## src/rtl/uart_tx_framer_if.sv

```systemverilog
// rtl/uart_tx_framer_if.sv - request/config handshake between a byte source and uart_tx_framer
interface uart_tx_framer_if;
  logic       send;
  logic [7:0] data_in;
  logic       bd_rate;
  logic       d_num;
  logic       s_num;
  logic       par;
  logic       tx_ready;
  logic       tx_done;

  modport master (
    output send, data_in, bd_rate, d_num, s_num, par,
    input  tx_ready, tx_done
  );

  modport slave (
    input  send, data_in, bd_rate, d_num, s_num, par,
    output tx_ready, tx_done
  );
endinterface

```

## src/rtl/uart_tx_framer.sv

```systemverilog
// rtl/uart_tx_framer.sv - UART transmit framer with internal baud counter
// UART_TX_ODD_PARITY_EN selects odd parity; default build sends even parity.
module uart_tx_framer #(
  parameter int DIV_SLOW = 16,
  parameter int DIV_FAST = 4
) (
  input  logic             clk,
  input  logic             rst,
  uart_tx_framer_if.slave  bus,
  output logic             TX_out
);

  localparam int DIV_MAX = (DIV_SLOW > DIV_FAST) ? DIV_SLOW : DIV_FAST;
  localparam int CW      = $clog2(DIV_MAX);

  typedef enum logic [2:0] {
    S_IDLE,
    S_START,
    S_DATA,
    S_PARITY,
    S_STOP
  } state_t;

  state_t          state_q, state_d;
  logic [CW-1:0]   cnt_q, cnt_d;
  logic [2:0]      idx_q, idx_d;
  logic            stop_q, stop_d;
  logic            tx_q, tx_d;
  logic            done_q, done_d;
  logic            load;

  logic [7:0]      data_q;
  logic            bd_rate_q, d_num_q, s_num_q, par_q;

  logic [CW-1:0]   div_last;
  logic            bit_end;
  logic [2:0]      idx_last;
  logic [2:0]      idx_inc;
  logic [7:0]      data_mask;
  logic            par_bit;

  // Frame timing comes only from the shadow copy taken at acceptance.
  assign div_last  = bd_rate_q ? CW'(DIV_FAST - 1) : CW'(DIV_SLOW - 1);
  assign bit_end   = (cnt_q == div_last);
  assign idx_last  = d_num_q ? 3'd7 : 3'd6;
  assign idx_inc   = idx_q + 3'd1;
  assign data_mask = d_num_q ? data_q : {1'b0, data_q[6:0]};

`ifdef UART_TX_ODD_PARITY_EN
  assign par_bit = ~(^data_mask);
`else
  assign par_bit = ^data_mask;
`endif

  always_ff @(posedge clk or posedge rst) begin
    if (rst) begin
      state_q   <= S_IDLE;
      cnt_q     <= '0;
      idx_q     <= 3'd0;
      stop_q    <= 1'b0;
      tx_q      <= 1'b1;
      done_q    <= 1'b0;
      data_q    <= 8'h00;
      bd_rate_q <= 1'b0;
      d_num_q   <= 1'b0;
      s_num_q   <= 1'b0;
      par_q     <= 1'b0;
    end else begin
      state_q <= state_d;
      cnt_q   <= cnt_d;
      idx_q   <= idx_d;
      stop_q  <= stop_d;
      tx_q    <= tx_d;
      done_q  <= done_d;
      if (load) begin
        data_q    <= bus.data_in;
        bd_rate_q <= bus.bd_rate;
        d_num_q   <= bus.d_num;
        s_num_q   <= bus.s_num;
        par_q     <= bus.par;
      end
    end
  end

  // tx_d is the line level for the state being entered, so TX_out stays a flop output.
  always_comb begin
    state_d = state_q;
    cnt_d   = cnt_q;
    idx_d   = idx_q;
    stop_d  = stop_q;
    tx_d    = tx_q;
    done_d  = 1'b0;
    load    = 1'b0;

    if (state_q != S_IDLE) begin
      cnt_d = bit_end ? '0 : cnt_q + CW'(1);
    end

    unique case (state_q)
      S_IDLE: begin
        tx_d = 1'b1;
        if (bus.send) begin
          load    = 1'b1;
          state_d = S_START;
          cnt_d   = '0;
          tx_d    = 1'b0;
        end
      end
      S_START: begin
        if (bit_end) begin
          state_d = S_DATA;
          idx_d   = 3'd0;
          tx_d    = data_q[0];
        end
      end
      S_DATA: begin
        if (bit_end) begin
          if (idx_q == idx_last) begin
            stop_d = 1'b0;
            if (par_q) begin
              state_d = S_PARITY;
              tx_d    = par_bit;
            end else begin
              state_d = S_STOP;
              tx_d    = 1'b1;
            end
          end else begin
            idx_d = idx_inc;
            tx_d  = data_q[idx_inc];
          end
        end
      end
      S_PARITY: begin
        if (bit_end) begin
          state_d = S_STOP;
          stop_d  = 1'b0;
          tx_d    = 1'b1;
        end
      end
      S_STOP: begin
        if (bit_end) begin
          if (stop_q == s_num_q) begin
            state_d = S_IDLE;
            done_d  = 1'b1;
            tx_d    = 1'b1;
          end else begin
            stop_d = 1'b1;
          end
        end
      end
      default: begin
        state_d = S_IDLE;
        tx_d    = 1'b1;
      end
    endcase
  end

  assign TX_out       = tx_q;
  assign bus.tx_ready = (state_q == S_IDLE);
  assign bus.tx_done  = done_q;

endmodule

```

## src/flat_wrapper.sv

```systemverilog
// flat-port wrapper written by rule: the top's interface ports become plain ports
module uart_tx_framer_flat 
#(
  parameter int DIV_SLOW = 16,
  parameter int DIV_FAST = 4
)
  (clk, rst, TX_out, bus_send, bus_data_in, bus_bd_rate, bus_d_num, bus_s_num, bus_par, bus_tx_ready, bus_tx_done);
  uart_tx_framer_if bus_i ();
  input  logic clk;
  input  logic rst;
  output logic TX_out;
  input wire logic [$bits(bus_i.send)-1:0] bus_send;
  input wire logic [$bits(bus_i.data_in)-1:0] bus_data_in;
  input wire logic [$bits(bus_i.bd_rate)-1:0] bus_bd_rate;
  input wire logic [$bits(bus_i.d_num)-1:0] bus_d_num;
  input wire logic [$bits(bus_i.s_num)-1:0] bus_s_num;
  input wire logic [$bits(bus_i.par)-1:0] bus_par;
  output wire logic [$bits(bus_i.tx_ready)-1:0] bus_tx_ready;
  output wire logic [$bits(bus_i.tx_done)-1:0] bus_tx_done;
  assign bus_i.send = bus_send;
  assign bus_i.data_in = bus_data_in;
  assign bus_i.bd_rate = bus_bd_rate;
  assign bus_i.d_num = bus_d_num;
  assign bus_i.s_num = bus_s_num;
  assign bus_i.par = bus_par;
  assign bus_tx_ready = bus_i.tx_ready;
  assign bus_tx_done = bus_i.tx_done;
  uart_tx_framer #(.DIV_SLOW(DIV_SLOW), .DIV_FAST(DIV_FAST)) u_core (.clk(clk), .rst(rst), .bus(bus_i), .TX_out(TX_out));
endmodule
```

## config.mk

```make
export PLATFORM = sky130hd
export DESIGN_NAME = uart_tx_framer_flat
export DESIGN_NICKNAME = d
export VERILOG_FILES = /design/src/rtl/uart_tx_framer_if.sv /design/src/rtl/uart_tx_framer.sv /design/src/flat_wrapper.sv
export SDC_FILE = /design/constraint.sdc
export NUM_CORES = 1
export LEC_CHECK = 0
export CAP_MARGIN = 20
export CORE_UTILIZATION = 30
export CTS_BUF_LIST = sky130_fd_sc_hd__clkbuf_4 sky130_fd_sc_hd__clkbuf_8 sky130_fd_sc_hd__clkbuf_16
export CTS_CLUSTER_DIAMETER = 80
export DETAILED_ROUTE_END_ITERATION = 16
export SLEW_MARGIN = 30
export SYNTH_ARGS = -nofsm -noshare
export SYNTH_HDL_FRONTEND = slang
export SYNTH_SLANG_ARGS = --single-unit
export TNS_END_PERCENT = 20
```

## constraint.sdc

```tcl
create_clock -name clk -period 1.95 [get_ports clk]
set_input_delay 0.39 -clock clk [delete_from_list [all_inputs] [get_ports clk]]
set_output_delay 0.39 -clock clk [all_outputs]
set_load 0.05 [all_outputs]
```

==> results of run 1 <==
## final cells by class
cell class / count / area (sq um)
clock inverters: 1 / 7.51
repair buffers: 25 / 238
inverters: 4 / 15.0
well taps: 52 / 65.1
multi-input cells: 88 / 709
flip-flops and latches: 25 / 628
clock buffers: 3 / 41.3
fillers: 415 / 2650
## where the power goes
group	internal, uW	switching (uW)	leakage (uW)	total, uW
Sequential	518	0	0.000330	518
Combinational	26.4	13.6	0.000400	39.9
Clock	145	184	0.0000217	329
## synthesized netlist by cell type, drive strengths merged
cell     count  area, sq um
nand2b       4         25.0
o31ai        3         22.5
nor3b        1         12.5
o21bai       2         15.0
buf          4         26.3
o21a         1         7.51
nand2        8         30.0
mux4         2         45.0
o32a         2         20.0
a2111oi      1         10.0
a21oi        2         10.0
mux2        14          158
a221oi       1         8.76
or2          1         6.26
nor2        10         42.5
o21ai        9         45.0
o41ai        1         8.76
a211o        1         8.76
nand3b       1         7.51
nor2b        1         6.26
nand3        2         10.0
nand4        1         6.26
ha           2         25.0
and2         1         7.51
a311oi       1         8.76
xor2         2         17.5
xnor2        6         52.6
o31a         1         8.76
nor3         2         10.0
dfstp        1         26.3
inv          4         15.0
or3          1         11.3
and3b        1         8.76
and3         1         6.26
xnor3        1         22.5
a41oi        1         8.76
dfrtp       24          601
## state kept, by name, summed over array words and instances, names as in the netlist, 3 cells and up
| name | flops |
|---|---|
| u_core.cnt_q | 4 |
| u_core.data_q | 8 |
| u_core.idx_q | 3 |
| u_core.state_q | 3 |
## per-stage QoR
stage               cell area, sq um  hold WS [ns]  total power [uW]  util (%)  std cells
floorplan                       1380         0.417               537         -        121
global placement                1640         0.499               569      37.8        193
detailed placement              1640         0.513               570      37.8        193
CTS                             1700         0.453               900      39.1        198
global route                    1700         0.489               928      39.1        198
finish                          1700         0.446               887      39.1        198
## layout by cell type, fill, tap and decap left out, types with 2 or more instances in the layout
| master | netlist | routed |
|---|---|---|
| a21oi_1 | 2 | 2 |
| buf_4 | 0 | 9 |
| clkbuf_8 | 0 | 3 |
| clkdlybuf4s50_1 | 0 | 15 |
| dfrtp_1 | 24 | 23 |
| inv_1 | 3 | 3 |
| mux2_1 | 13 | 13 |
| mux4_2 | 2 | 2 |
| nand2_1 | 8 | 8 |
| nand2b_1 | 4 | 4 |
| nand3_1 | 2 | 2 |
| nor2_1 | 8 | 8 |
| nor2_2 | 2 | 2 |
| nor3_1 | 2 | 2 |
| o21ai_1 | 8 | 8 |
| o21bai_1 | 2 | 2 |
| o31ai_1 | 3 | 3 |
| o32a_1 | 2 | 2 |
| xnor2_1 | 6 | 6 |
| xor2_1 | 2 | 2 |
## logic make-up after synthesis
kind of cell,count (synthesis),synth area share (%)
multiplexers,16,14.9
AND/OR/NAND/NOR,35,14.0
flip-flops,25,46.0
adder cells (fa/ha/maj),2,1.84
XOR/XNOR,9,6.80
AO/OA/AOI/OAI,26,13.4
buffers and inverters,8,3.03
## path summary, 6_finish.rpt
check	startpoint	end	slack, ns	cells after the start
setup / recovery	u_core.idx_q[0]	u_core.TX_out	0.01	6
hold / removal	rst	u_core.par_q	0.45	3
setup reg to reg	u_core.idx_q[0]	u_core.TX_out	0.01	6
hold reg to reg	u_core.idx_q[2]	u_core.idx_q[2]	0.53	1
max in group asynchronous	rst	u_core.TX_out	1.22	3
min in group clk	u_core.idx_q[2]	u_core.idx_q[2]	0.53	1
## worst max-delay path, delay by kind of cell, from the launching register on
kind | cells | cell delay, ns
DFF | 1 | 0.43
and+or+nand+nor | 1 | 0.07
adders and majority gates | 1 | 0.27
AOI/OAI and AO/OA | 2 | 0.35
muxes | 2 | 0.75
## what timing repair did
action,CTS,global route
gates resized for setup,1,0
endpoints found under the setup margin,1,2
cloned,0,0
setup buffers,1,0
hold buffers,0,0
## metal layers
| layer | GRT usage, % | part of all wire [%] | vias to the layer above |
|---|---|---|---|
| li1 | - | - | 489 |
| met1 | 14.5 | 46 | 484 |
| met2 | 20.2 | 48 | 23 |
| met3 | 2.18 | 3.6 | 7 |
| met4 | 5.90 | 2.4 | 0 |
| met5 | 0 | 0 | - |
==> qor.csv, run 1 <==
metric;value;unit
syn_inst;121;
fp.dieW;69.4;microns
final_nets;164;
gp_congestion;0.777;
wire_per_inst;13.2;microns
tightest_slew;0.580;ns
ioPinCount;18;
drive_gt1_share;18.5;%
rows;24;
cts_tree;yes;
core;4350;sq um
hold_viol_final;0;
drtIter0Drc;28;
cts_buffers;3;
die_y;69.4;microns
start_kind;register;
clock_latency;0.28;ns
grt_pass1_vias;1015;
fmax;516;MHz
pre_cts_ws;-0.0173;ns
max-vdd-ir-drop;0.212;mV
arrival;2.15;ns
syn_nets;138;
powerDensity;521;nW/um^2
criticalPathCategory;register to register;
cts_sinks;25;
start_util;31.3;%
drc_errors;0;
cts_root_buffer;clkbuf_8;
ys_types;42;
antenna_cells;0;
htree_num_levels;1;
hold_path_class;primary input to async pin;
synth_area;1360;sq um
ant_nets;0;
drv_slew;0;
critPathSlowestCell;mux4_2;
slew_headroom;61.1;%
grt_pass1_wl;4600;microns
cts_buffer_depth;2;
ys_ff_latch;25;
die_area;4810;sq um
yosysWarningCount;0;
portBuffers;17;
clk_pin_slew_worst_paths;0.10;ns
dr.pass1.iters;4;
critical_path.max_stage_delay;0.48;ns
setup_violations;0;
rsz0062_at_grt;yes;
p_leak;0.000753;uW
grt-ovfl-total;0;
area_growth;25.2;%
routed_wl;2610;microns
required;2.16;ns
ys_seq_area_share;46.0;%
hpwl;1910;microns
fin_setup_tns;0;ns
crit_chain;ha_4, mux4_2, mux2_4, nor2_2, a311oi_1, o32a_1;
antenna_found_initial;0;
end_kind;register;
maxCapViolations;0;
grt_start_max_net_pins;26;
period_share;99.4;%
post_drt_via_cell_ratio;5.07;
status;finished, final reports clean;
skew;0.00415;ns
layout_setup_ws;0.0114;ns
post-route-min-period;1.94;ns
grtUsageTotal;11.9;%
num_vias;1003;
crit_fanout;2;
synth_area_per_cell;11.3;sq um
(Power assumes the default switching activity.)
==> run 2: changes to the inputs <==
PLACE_DENSITY = 0.52   (was not set)
==> qor.csv, run 2 (same netlist as run 1, synthesis figures left out) <==
metric;value;unit;change
status;finished, final reports clean;;
grt_pass1_wl;4800;microns;+4.5%
ctsResizeCount;0;;-1
slew_headroom;59.8;%;-1.3 points
core;4350;sq um;unchanged
hold_viol_final;0;;unchanged
drv_slew;0;;unchanged
arrival;2.14;ns;about the same
drtIter0Drc;66;;+140%
hpwl;2000;microns;+5.0%
layout_common_cells;23 x dfrtp_1, 15 x clkdlybuf4s50_1, 13 x mux2_1, 9 x buf_4;;
powerDensity;519;nW/um^2;-0.27%
grtUsageTotal;12.3;%;+0.38 points
clock_latency;0.27;ns;about the same
clk_pin_slew_worst_paths;0.09;ns;about the same
crit_fanout;3;;+1
max-vdd-ir-drop;0.306;mV;+44%
regMostFlops;u_core.data_q;;
post_drt_via_cell_ratio;5.19;;+2.4%
r2r-start;u_core.idx_q[1];;
globalRouteMet1Util;15.8;%;+1.3 points
grt_use_met2;20.3;%;+0.11 points
tightest_slew;0.599;ns;+0.0189 ns
ant_nets;0;;unchanged
final_nets;164;;unchanged
grt_pass1_vias;1012;;-0.30%
wire_per_inst;13.6;microns;+3.2%
setup.worst_path.start;u_core.idx_q[1];;
start_kind;register;;
reg_top3;u_core.data_q (8), u_core.cnt_q (4);;
period_share;98.9;%;-0.51 points
antenna_cells;0;;unchanged
maxCapViolations;0;;unchanged
final_common_cell;dfrtp_1;;
dp_cells;194;;+0.52%
rsz0062_at_grt;yes;;
rows;24;;unchanged
skew;0.0102;ns;+0.00609 ns
grt-ovfl-total;0;;unchanged
end_kind;register;;
area_growth;25.2;%;unchanged
die_area;4810;sq um;unchanged
cts_buffer_depth;2;;unchanged
grt_start_max_net_pins;26;;unchanged
cts_tree;yes;;
postCtsSetupBuffers;0;;-1
criticalPathCategory;register to register;;
drive_gt1_share;18.5;%;unchanged
required;2.16;ns;about the same
p_leak;0.000758;uW;+0.77%
num_vias;1027;;+2.4%
portBuffers;17;;unchanged
ioPinCount;18;;unchanged
cts_buffers;3;;unchanged
die_y;69.4;microns;unchanged
setup_violations;0;;unchanged
post-route-min-period;1.93;ns;-0.00987 ns
htree_num_levels;1;;unchanged
cts_hold_buf;0;;unchanged
use_met3;3.78;%;+1.6 points
gp_congestion;0.781;;+0.48%
fp.dieW;69.4;microns;unchanged
busiest_layer;met2;;
rrSetupSlack;0.02;ns;about the same
reg2regPathDepth;6;;unchanged
drc_errors;0;;unchanged
routed_wl;2700;microns;+3.2%
fin_hold_ws;0.459;ns;+0.0128 ns
largest_register_ffs;8;;unchanged
dr.pass1.iters;4;;unchanged
crit_path_end;u_core.TX_out;;
hold_path_class;primary input to async pin;;
instances_no_fill;198;;unchanged
start_util;31.3;%;unchanged
fmax;518;MHz;+0.51%
r2r_end;u_core.TX_out;;
cts_sinks;25;;unchanged
cts_root_buffer;clkbuf_8;;
antenna_found_initial;0;;unchanged
-- run 2: cell count changes in the layout (fill, tap and decap cells not counted), sizes merged --
cell,before,now
clkbuf,3,4
clkinvlp,1,0
-- run 2: power breakdown --
part / total (uW) / internal [uW] / switching [uW]
combinational: 40.6 / 26.4 / 14.2
sequential: 518 / 518 / 0
clock: 326 / 160 / 166
total: 885 / 705 / 180
-- run 2: how the worst min path moves through the flow --
stage | startpoint | endpoint | depth (start not counted)
5_1_grt | rst | u_core.bd_rate_q | 3
3_5_place_dp | u_core.cnt_q[0] | u_core.cnt_q[0] | 1
2_1_floorplan | rst | u_core.bd_rate_q | 1
6_report | rst | u_core.cnt_q[3] | 3
3_3_place_gp | u_core.cnt_q[0] | u_core.cnt_q[0] | 1
4_1_cts | rst | u_core.cnt_q[2] | 3
-- run 2: area by class of cell --
cell class | instances | area, sq um
inverter | 4 | 15.0
clock buffer | 4 | 48.8
multi-input combinational | 88 | 709
timing repair buffer | 25 | 238
tap | 52 | 65.1
fill | 427 | 2650
sequential | 25 | 628
-- run 2: critical path, stage by stage (launching register included) --
cell and delay (ns):
dfrtp_1 0.42, ha_4 0.29, mux4_2 0.48, mux2_4 0.27, nor2_2 0.07, a311oi_1 0.04
o32a_1 0.29
-- run 2: stage by stage --
step	setup WS [ns]	total power (uW)	TNS [ns]	area [sq um]	util (%)
4_1_cts	0.000778	909	0	1700	39.1
3_5_place_dp	0.00989	570	0	1650	37.9
2_1_floorplan	0.00689	537	0	1380	-
5_1_grt	-0.0958	931	-0.108	1700	39.1
3_3_place_gp	0.0291	570	0	1650	37.9
6_report	0.0212	885	0	1700	39.1
-- run 2: metal layers --
layer	share of wire (%)	vias up
met4	1.1	0
met5	0	-
met2	49	18
met3	3.2	4
met1	46	513
li1	-	492
==> run 3: changes to the inputs <==
CTS_CLUSTER_SIZE = 40   (was not set)
==> results of run 3 <==
No change in the layout: final DEF, timing and power equal those of run 2.
==> RTL edit 1: new RTL, config.mk and constraints of run 2 <==
`DIV_SLOW` is set to 16 in 2 places; all go to 8.
--- a/src/rtl/uart_tx_framer.sv
+++ b/src/rtl/uart_tx_framer.sv
@@ -2,5 +2,5 @@
 // UART_TX_ODD_PARITY_EN selects odd parity; default build sends even parity.
 module uart_tx_framer #(
-  parameter int DIV_SLOW = 16,
+  parameter int DIV_SLOW = 8,
   parameter int DIV_FAST = 4
 ) (
--- a/src/flat_wrapper.sv
+++ b/src/flat_wrapper.sv
@@ -2,5 +2,5 @@
 module uart_tx_framer_flat 
 #(
-  parameter int DIV_SLOW = 16,
+  parameter int DIV_SLOW = 8,
   parameter int DIV_FAST = 4
 )
Check against the original RTL: not equivalent (Yosys sat finds a counterexample within 10 cycles, from zero or initial values and one cycle with rst high).
==> RTL edit 1 against run 2 <==
Maximum frequency increased by 7.3%; routed wire length increased by 0.89%; largest cell class unchanged; design area decreased by 3.9%; sequential cell count decreased by 1; synthesized area decreased by 2.2%; worst setup slack improved by 0.13 ns.
Power is left out: it rests on default switching activity, and per cell area and clock period it moved more than threefold.
==> RTL edit 1: results (changes against run 2) <==
- Busiest metal layer after global routing: met2
- In this run the worst setup path terminates at bus_tx_ready.
* Fillcell total: 426 (-0.23%)
- Area taken by flip-flops and latches: 603 sq um (-4.0%)
* Final HPWL DP: 2070 um (+3.5%)
- The non-filler instance count after layout was 219 (+11%).
- Setup clock skew after layout: 0.00499 ns (-0.00525 ns)
* Non-Clock Inverter Count: 7 (+3)
- Synth Net Count: 165 (+20%)
- The H-tree depth came to 1 (unchanged).
* Worst setup slack for register-to-register paths: 0.19 ns (+0.17 ns)
* Number of instances in the synthesized netlist: 148 (+22%)
- The met1 wire length was 1420 um (+14%).
* Commonest cells post-synth: sky130_fd_sc_hd__nand2_1 (48), sky130_fd_sc_hd__dfrtp_1 (23), sky130_fd_sc_hd__xnor2_1 (8)
* Crit path from: u_core.state_q[2]$_DFFE_PP0P_
- The number of setup buffers added after CTS is 0 (unchanged).
- Met3 global-route usage: 2.63% (-1.1 points)
* Multi-input gate count: 112 (+27%)
- The share of post-route cells with drive strength above 1 is 11.8% (-6.7 points).
* Met2 GRT Util: 21.9% (+1.7 points)
- The first-pass GRT wire length came to 5030 um (+4.7%).
- Iter 0 DRT Violations: 92 (+39%)
- By area the synthesized netlist is led by sky130_fd_sc_hd__dfrtp_1 (43%), sky130_fd_sc_hd__nand2_1 (14%), sky130_fd_sc_hd__xnor2_1 (5.3%), sky130_fd_sc_hd__mux4_2 (3.4%), sky130_fd_sc_hd__dfstp_2 (2.0%).
* Start of the worst register-to-register path: u_core.idx_q[1]$_DFFE_PP0P_
- The detailed-routed wire length on met2 is 1170 um (-12%).
* Clock transition time at the flip-flop clock pins of the worst setup and hold paths: 0.09 ns (about the same)
- The distinct cell type count of the synthesized netlist was 40 (-4.8%).
- The clock net sink count came to 24 (-4.0%).
* All-Layer GR Usage: 14.4% (+2.1 points)
- The portion of the layout cell area used by clock cells was 2.98% (+0.12 points).
- Crit path max fanout: 9 (+6)
- Cell at the slowest stage of the critical path: sky130_fd_sc_hd__dfrtp_1
* Combined area of the multi-input logic cells: 682 sq um (-3.9%)
- The routed length on met3 is 77 um (-11%).
- The final estimated routing congestion in global placement was 0.811 (+3.8%).
- Port Buffers: 17 (unchanged)
- The fraction of the yosys area taken by sequential cells came to 45.2% (-0.84 points).
- The number of non-clock buffers is 22 (-12%).
- Endpoint arrival time on the critical path: 1.41 ns (-0.73 ns)
- Broken down by cell family, the worst path's largest delay share belongs to flip-flops.
- The pin count of the biggest net entering global routing is 25 (-3.8%).
- Slew headroom: 67.5% (+7.7 points)
* Capture point of the worst reg-to-reg path: u_core.TX_out$_DFFE_PP1P_
- Net count, final: 187 (+14%)
- Result of the run: finished, final reports clean
## RTL edit 1: cell families (layout without fill, tap and decap cells)
kind of cell             Yosys count  in the layout  synth area share, %
AND/OR/NAND/NOR                   69             69                 22.7
XOR/XNOR                          11             11                 8.27
buffers and inverters             12             33                 3.57
flip-flops                        24             24                 45.2
multiplexers                       4              4                 4.98
AO/OA/AOI/OAI                     26             26                 13.3
adder cells (fa/ha/maj)            2              2                 1.88
## RTL edit 1: metrics by stage
stage / hold WS (ns) / area (sq um) / setup WS [ns] / utilization (%)
finish: 0.456 / 1640 / 0.153 / 39.8
CTS: 0.476 / 1640 / 0.115 / 39.8
detailed placement: 0.494 / 1590 / 0.190 / 38.6
global route: 0.502 / 1640 / 0.0510 / 39.8
floorplan: 0.404 / 1330 / 0.247 / -
global placement: 0.487 / 1590 / 0.240 / 38.6
## RTL edit 1: repair_timing
action / in CTS / in global routing
resized for setup: 0 / 1
setup endpoints to repair: 0 / 1
endpoints found under the hold margin: 0 / 0
==> RTL edit 2: new RTL, config.mk and constraints of run 2 <==
Made on the original files. Encoding of `state_t`: now one-hot (5 bits for 5 states).
--- a/src/rtl/uart_tx_framer.sv
+++ b/src/rtl/uart_tx_framer.sv
@@ -14,10 +14,10 @@
   localparam int CW      = $clog2(DIV_MAX);
 
-  typedef enum logic [2:0] {
-    S_IDLE,
-    S_START,
-    S_DATA,
-    S_PARITY,
-    S_STOP
+  typedef enum logic [4:0] {
+    S_IDLE   = 5'b00001,
+    S_START  = 5'b00010,
+    S_DATA   = 5'b00100,
+    S_PARITY = 5'b01000,
+    S_STOP   = 5'b10000
   } state_t;
 
Behaviour: same outputs for any inputs over 10 cycles, from zero or initial values and one cycle with rst high; not proved beyond that.
==> RTL edit 2 against run 2 <==
Synthesized cell count up 19%; sequential share of layout area fell by 0.64 points; worst setup slack gained 0.084 ns; sequential cell count grew 2; synthesized area grew 17%; die area up 16%; design area is 10% higher; critical path depth shrank 2; register-to-register slack better by 0.14 ns; first-iteration DRC count rose by 33%; routed wire length grew 19%; critical path type is now reg -> out.
Power is not compared: it rests on default switching activity, and its combinational part moved more than twofold at a synthesized area within 25%.
==> RTL edit 2: results (changes against run 2) <==
* Biggest registers after layout: u_core.data_q: 8 flops, u_core.state_q: 5 flops, u_core.cnt_q: 4 flops
- The met2 global-route usage was 21.3% (+1.0 points).
- The average detailed-routed wire length per instance was 13.7 um (+0.30%).
* Met3 wire length: 104 um (+20%)
* Setup clock skew after layout: 0.00247 ns (-0.00777 ns)
- Post-synthesis sequential area ratio: 42.7% (-3.3 points)
- The share of post-route cells with drive strength above 1 is 24.4% (+5.9 points).
- The worst stage delay on the critical path was 0.62 ns (+0.14 ns).
- Compound-gate portion of the synthesized area: 11.4% (-2.0 points)
- Tracing the worst setup path back leads to its startpoint at u_core.state_q[0]$_DFFE_PP1P_.
- Adder-Cell Fraction of Synth Area: 1.58% (-0.26 points)
- The first-iteration detailed-routing DRC count came to 88 (+33%).
* Synth Net Count: 161 (+17%)
- Worst setup endpoint: bus_tx_ready
- The arrival time reported for the critical path endpoint is 1.45 ns (-0.69 ns).
* Number of global-route vias before repair: 1169 (+16%)
- Fillcell total: 510 (+19%)
- Worst setup slack for register-to-register paths: 0.16 ns (+0.14 ns)
- Met1 global-route usage: 16.9% (+1.1 points)
* Commonest cells post-synth: sky130_fd_sc_hd__dfrtp_1 (25), sky130_fd_sc_hd__mux2_2 (10), sky130_fd_sc_hd__nand2_1 (10), sky130_fd_sc_hd__o21ai_0 (10), sky130_fd_sc_hd__nor2_1 (9)
- The overall routing resource usage was 13.0% (+0.70 points).
- The largest individual stage delay along the critical path comes from the cell sky130_fd_sc_hd__dfstp_2.
* Metal2 WL: 1510 um (+13%)
- The pin count of the biggest net entering global routing is 28 (+7.7%).
* Xor/xnor share of the synthesized area: 6.86% (+0.060 points)
- Result of the run: finished, final reports clean
- The post-DP HPWL is 2400 um (+20%).
- The relative slew slack is 67.2% (+7.4 points).
* Wirelength, routed: 3200 um (+19%)
RTL edit 2: worst min-delay path: stages:
cell and delay (ns):
sky130_fd_sc_hd__clkdlybuf4s50_1 0.39, sky130_fd_sc_hd__inv_1 0.05, sky130_fd_sc_hd__buf_4 0.32
RTL edit 2: per-stage QoR:
step / instance area (sq um) / setup slack (ns) / power [mW] / utilization, %
after global placement: 1830 / 0.215 / 2.51 / 35.8
after global routing: 1880 / 0.0204 / 3.07 / 36.8
after floorplan: 1590 / 0.223 / 2.22 / -
after CTS: 1880 / 0.0792 / 2.88 / 36.7
after detailed placement: 1830 / 0.192 / 2.53 / 35.8
final: 1880 / 0.105 / 2.86 / 36.8
RTL edit 2: cell type report:
| class | instances | share of cell area [%] |
|---|---|---|
| Multi-Input combinational cell | 107 | 44.0 |
| Sequential cell | 27 | 36.2 |
| Timing Repair Buffer | 23 | 11.9 |
| Tap cell | 70 | 4.66 |
| Clock buffer | 3 | 2.20 |
| Inverter | 3 | 0.666 |
| Clock inverter | 1 | 0.399 |
